<file path="config.mk">
export PLATFORM = sky130hd
export DESIGN_NAME = interrupt_controller
export DESIGN_NICKNAME = d
export VERILOG_FILES = /design/src/rtl/interrupt_controller_pkg.sv /design/src/rtl/interrupt_controller_int_priority_encoder.sv /design/src/rtl/interrupt_controller.sv
export SDC_FILE = /design/constraint.sdc
export NUM_CORES = 1
export LEC_CHECK = 0
export BUFFER_PORTS_ARGS = -buffer_cell sky130_fd_sc_hd__buf_4
export CAP_MARGIN = 15
export CORE_UTILIZATION = 45
export DETAILED_ROUTE_END_ITERATION = 12
export MAX_ROUTING_LAYER = met4
export PLACE_DENSITY = 0.81
export SKIP_LAST_GASP = 1
export SLEW_MARGIN = 10
export SYNTH_ARGS = -nofsm -noshare
export SYNTH_HDL_FRONTEND = slang
export SYNTH_SLANG_ARGS = --single-unit
</file>
<file path="constraint.sdc">
create_clock -name Clk -period 1.8 [get_ports Clk]
set_input_delay 0.09 -clock Clk [delete_from_list [all_inputs] [get_ports Clk]]
set_output_delay 0.09 -clock Clk [all_outputs]
set_load 0.05 [all_outputs]
</file>
<file path="src/rtl/interrupt_controller_pkg.sv">
// interrupt_controller_pkg: shared state encoding, source IDs and trap vector constants
package interrupt_controller_pkg;
  typedef enum logic [1:0] {ST_IDLE, ST_REQ, ST_SERVICE} state_e;
  typedef enum logic [2:0] {SRC_NMI, SRC_IRQ0, SRC_IRQ1, SRC_IRQ2, SRC_IRQ3} src_e;
  localparam logic [8:0] VEC_NMI = 9'd480;
  localparam logic [8:0] VEC_BASE = 9'd448;
  localparam logic [8:0] VEC_STRIDE = 9'd8;
  function automatic logic [8:0] src_vector(input src_e s);
    return s == SRC_NMI ? VEC_NMI : VEC_BASE + VEC_STRIDE * (9'(s) - 9'd1);
  endfunction
endpackage

</file>
<file path="src/rtl/interrupt_controller_int_priority_encoder.sv">
// int_priority_encoder: fixed-priority pick of NMI over irq[0..3], lowest index first
module int_priority_encoder
  import interrupt_controller_pkg::*;
(
  input  logic       nmi_pend,
  input  logic [3:0] req,
  output logic       valid,
  output logic [2:0] src
);
  always_comb begin
    valid = nmi_pend | (|req);
    src = nmi_pend ? SRC_NMI : req[0] ? SRC_IRQ0 : req[1] ? SRC_IRQ1 :
          req[2] ? SRC_IRQ2 : req[3] ? SRC_IRQ3 : SRC_NMI;
  end
endmodule

</file>
<file path="src/rtl/interrupt_controller.sv">
// interrupt_controller: edge-latched NMI/irq requests arbitrated into an IDLE/REQ/SERVICE handshake with the CU
module interrupt_controller
  import interrupt_controller_pkg::*;
(
  input  logic       Clk,
  input  logic       reset,
  input  logic [3:0] irq,
  input  logic       nmi,
  input  logic       maskWe,
  input  logic [3:0] maskIn,
  input  logic       intEnable,
  input  logic       intAck,
  input  logic       intDone,
  output logic       hardwareInterrupt,
  output logic       maskableInterrupt,
  output logic [8:0] intVector,
  output logic [3:0] pending,
  output logic       inService
);
  state_e     state_q, state_d;
  logic [2:0] sel_q, sel_d;
  logic [3:0] pend_q, pend_d, mask_q, mask_d, irq_prev_q;
  logic       nmi_pend_q, nmi_pend_d, nmi_prev_q;
  logic       hw_q, hw_d, mi_q, mi_d, svc_q, svc_d;
  logic [8:0] vec_q, vec_d;
  logic [3:0] arb_req, irq_evt, irq_clr;
  logic [2:0] arb_src;
  logic       arb_valid, nmi_evt, nmi_clr, ack, grant;
  assign arb_req = pend_q & ~mask_q & {4{intEnable}};
  int_priority_encoder u_enc (
    .nmi_pend(nmi_pend_q),
    .req     (arb_req),
    .valid   (arb_valid),
    .src     (arb_src)
  );
  always_comb begin
    irq_evt = irq & ~irq_prev_q;
    nmi_evt = nmi & ~nmi_prev_q;
    ack = state_q == ST_REQ && intAck;
    grant = state_q == ST_IDLE && arb_valid;
    nmi_clr = ack && sel_q == SRC_NMI;
    irq_clr = ack && sel_q != SRC_NMI ? 4'b1 << (sel_q - 3'd1) : 4'b0;
    pend_d = (pend_q & ~irq_clr) | irq_evt;
    nmi_pend_d = (nmi_pend_q & ~nmi_clr) | nmi_evt;
    mask_d = maskWe ? maskIn : mask_q;
    state_d = grant ? ST_REQ : ack ? ST_SERVICE :
              state_q == ST_SERVICE && intDone ? ST_IDLE : state_q;
    sel_d = grant ? arb_src : sel_q;
    hw_d = state_d == ST_REQ && sel_d == SRC_NMI;
    mi_d = state_d == ST_REQ && sel_d != SRC_NMI;
    svc_d = state_d == ST_SERVICE;
    vec_d = state_d == ST_IDLE ? 9'd0 : src_vector(src_e'(sel_d));
  end
  always_ff @(posedge Clk) begin
    if (reset) begin
      state_q <= ST_IDLE;
      sel_q <= SRC_NMI;
      pend_q <= '0;
      nmi_pend_q <= 1'b0;
      mask_q <= 4'hF;
      irq_prev_q <= irq;
      nmi_prev_q <= nmi;
      hw_q <= 1'b0;
      mi_q <= 1'b0;
      svc_q <= 1'b0;
      vec_q <= '0;
    end else begin
      state_q <= state_d;
      sel_q <= sel_d;
      pend_q <= pend_d;
      nmi_pend_q <= nmi_pend_d;
      mask_q <= mask_d;
      irq_prev_q <= irq;
      nmi_prev_q <= nmi;
      hw_q <= hw_d;
      mi_q <= mi_d;
      svc_q <= svc_d;
      vec_q <= vec_d;
    end
  end
  assign hardwareInterrupt = hw_q;
  assign maskableInterrupt = mi_q;
  assign intVector = vec_q;
  assign pending = pend_q;
  assign inService = svc_q;
endmodule

</file>
==> results.sh <==
export IMPL_status="finished with violations"
export IMPL_violations="setup timing"
export IMPL_hold_path_end="mask_q[0]"
export IMPL_ant_nets=0
export IMPL_grt_max_degree=17
export IMPL_synthCells=114
export IMPL_fin_cells=189
export IMPL_grt_pass1_vias=933
export IMPL_start_util_pct=49.04
export IMPL_rows=17
export IMPL_synth_main_ff_cell="dfxtp_1"
export IMPL_rsz0062_at_grt="true"
export IMPL_regToRegStartpoint="pending[0]"
export IMPL_gp_congestion=0.8282
export IMPL_avgSynthCellArea_um2=9.790
export IMPL_ys_seq_area_share_pct=48.43
export IMPL_cts_buffer_depth=2
export IMPL_holdPathStages=2
export IMPL_first_pass_iters=4
export IMPL_antenna_found_initial=0
export IMPL_min_period_over_period_pct=101.6
export IMPL_numPortBuffers=27
export IMPL_cp_arrival_ns=2.09
export IMPL_io_pins=31
export IMPL_clk_pin_slew_ns=0.14
export IMPL_synth_top_family_by_area="simple AND/OR/NAND/NOR gates"
export IMPL_clkLatencyLatePin_ns=0.32
export IMPL_crit_family="simple AND/OR/NAND/NOR gates"
export IMPL_cap_violations=0
export IMPL_synth_area_um2=1116
export IMPL_htreeDepth=1
export IMPL_crit_type="flop to flop"
export IMPL_dp_hpwl_mm=1.591
export IMPL_crit_chain="nor2b_4 > or4_4 > nor3_4 > a211oi_2 > ha_2 > and3_4 > a211oi_2"
export IMPL_diodes=0
export IMPL_fill_cells=173
export IMPL_crit_path_max_incr_delay_ns=0.53
export IMPL_core_area_um2=2276
export IMPL_worst_slack_ns=-0.02849
export IMPL_yosysWarnings=0
export IMPL_cp_common_cell="a211oi_2"
export IMPL_hold_path_class="input port to flop"
export IMPL_regToRegSetupSlack_ns=-0.03
export IMPL_min_period_ns=1.828
export IMPL_die_h_um=51.80
export IMPL_dp_cells=171
export IMPL_ys_ff_latch=27
export IMPL_crit_buf_inv=0
export IMPL_cp_max_fo=3
export IMPL_drc=0
export IMPL_synthMuxAreaShare_pct=0
export IMPL_setup_tns_ns=-0.05149
export IMPL_first_iter_violations=24
export IMPL_fmax_mhz=546.9
export IMPL_routedWlPerCell_um=13.09
export IMPL_critPathCaptureType="flop"
export IMPL_cpMaxStageDelayCell="or4_4"
export IMPL_yosys_area_top_type="dfxtp_1"
export IMPL_cp_start_kind="flop"
export IMPL_leakage_nw=0.6764
export IMPL_cts_tree="built"
export IMPL_layout_commonest_cell="buf_4"
export IMPL_p_per_area_nw_per_um2=784.8
export IMPL_fin_hold_ws_ns=0.03060
export IMPL_gr_usage_all_layers_pct=20.28
export IMPL_cts_buffers=3
export IMPL_overflow=0
export IMPL_synth_xor_area_share_pct=0
export IMPL_hold_viol_final=0
export IMPL_mostFrequentLayoutCells="37 x buf_4, 22 x dfxtp_1, 10 x a21oi_1, 9 x dlygate4sd3_1, 8 x nor2b_1"
export IMPL_post_route_util_pct=70.48
export IMPL_slew_violations=0
export IMPL_final_setup_skew_ns=0.008891
export IMPL_synth_simple_gate_area_share_pct=22.65
export IMPL_synth_cell_types=38
export IMPL_r2r_end="intVector[5]"
export IMPL_clock_sinks=27
export IMPL_area_growth_pct=43.72
export IMPL_grt_pass1_wl_mm=3.877
export IMPL_synthArstFlopShare_pct=0
export IMPL_critPathRequiredTime_ns=2.06
export IMPL_synth_compound_area_share_pct=21.30
export IMPL_setup_viol=3
export IMPL_netlist_top_cells_area="dfxtp_1 48%, nor2b_1 5.0%, a21oi_1 4.9%, a211o_1 3.1%, buf_4 2.7%"
export IMPL_hold_path_startpoint="maskWe"
export IMPL_routed_wirelength_mm=2.474
export IMPL_yosysTopAreaCellShare_pct=48.43
export IMPL_die_x_um=51.80
export IMPL_clockRootBuffer="clkbuf_4"
export IMPL_reg2regPathDepth=7
export IMPL_vias_per_cell=5.286
export IMPL_layout_drive_gt1_share_pct=44.72
export IMPL_synthAdderAreaFrac_pct=2.242
export IMPL_ir_drop_v=0.0005403
export IMPL_synth_edf_count=0
export IMPL_nNetsFinal=179
export IMPL_vias=999
export IMPL_die_area_um2=2683
flip-flops by register name, summed over array words and instances, names as in the netlist:
signal	flops
nmi_prev_q	1
hardwareInterrupt	1
sel_q	3
irq_prev_q	4
mask_q	4
nmi_pend_q	1
intVector	5
inService	1
state_q	2
maskableInterrupt	1
pending	4
worst max-delay path by stage:
stage                           from                end  slack [ns]  cells after the start
after floorplan           pending[0]       intVector[5]       -0.09                      7
after global placement    pending[0]       intVector[5]       0.009                      7
after detailed placement  pending[0]  hardwareInterrupt       -0.05                      7
after CTS                 pending[0]       intVector[5]       -0.02                      7
after global routing      pending[0]       intVector[5]       -0.11                      7
final                     pending[0]       intVector[5]       -0.03                      7
through the flow:
stage / power (mW) / instance area (um^2) / setup WS [ns]
2_1_floorplan: 0.8777 / 1161 / -0.08567
6_report: 1.259 / 1604 / -0.02849
3_3_place_gp: 0.9600 / 1406 / 0.008830
4_1_cts: 1.258 / 1573 / -0.01719
3_5_place_dp: 0.9686 / 1406 / -0.05091
5_1_grt: 1.323 / 1604 / -0.1113
cell usage after synthesis, types with 3 or more instances:
cell type,count
o21ai_0,3
dfxtp_1,27
a211o_1,4
buf_4,4
nand2_1,5
a21oi_1,11
nor3_1,3
nor2_1,8
nor2b_1,9
inv_1,4
nand2b_1,4
layer usage:
layer  up-vias  track usage [%]  part of all wire, %
met3         9            4.386                  5.4
li1        484                -                    -
met1       472            20.83                   40
met2        34            37.01                   53
met4         0            8.559                  2.3
met5         -                -                    0
kinds of logic (layout without fill, tap and decap cells):
group / Yosys count / after routing
compound gates: 31 / 31
flops: 27 / 27
buf+inv: 11 / 56
fa+ha+maj: 2 / 2
simple gates: 42 / 42
other cells: 1 / 3
cell type report:
type / count / area [um^2] / area share (%)
clock buffer: 3 / 22.52 / 1.404
multi-input combinational: 78 / 586.8 / 36.58
clock inverter: 1 / 5.005 / 0.3120
tap: 28 / 35.03 / 2.184
inverter: 5 / 18.77 / 1.170
sequential: 27 / 556.8 / 34.71
timing repair buffer: 47 / 379.1 / 23.63
report_power, final:
group          internal [mW]  total [mW]  leakage, nW  switching, mW
registers              0.635       0.658        0.225         0.0231
clock network         0.0833       0.257       0.0177          0.174
logic                  0.144       0.344        0.434          0.201
repair_timing:
| action | 4_1_cts | 5_1_grt |
|---|---|---|
| hold buffers | 9 | 0 |
| hold endpoints to repair | 10 | 0 |
| pin swaps | 1 | 5 |
| buffers inserted | 4 | 1 |
| cloned | 0 | 0 |
| endpoints found under the setup margin | 5 | 6 |
| gates resized for setup | 4 | 6 |
Power figures use the tool's default switching activity.
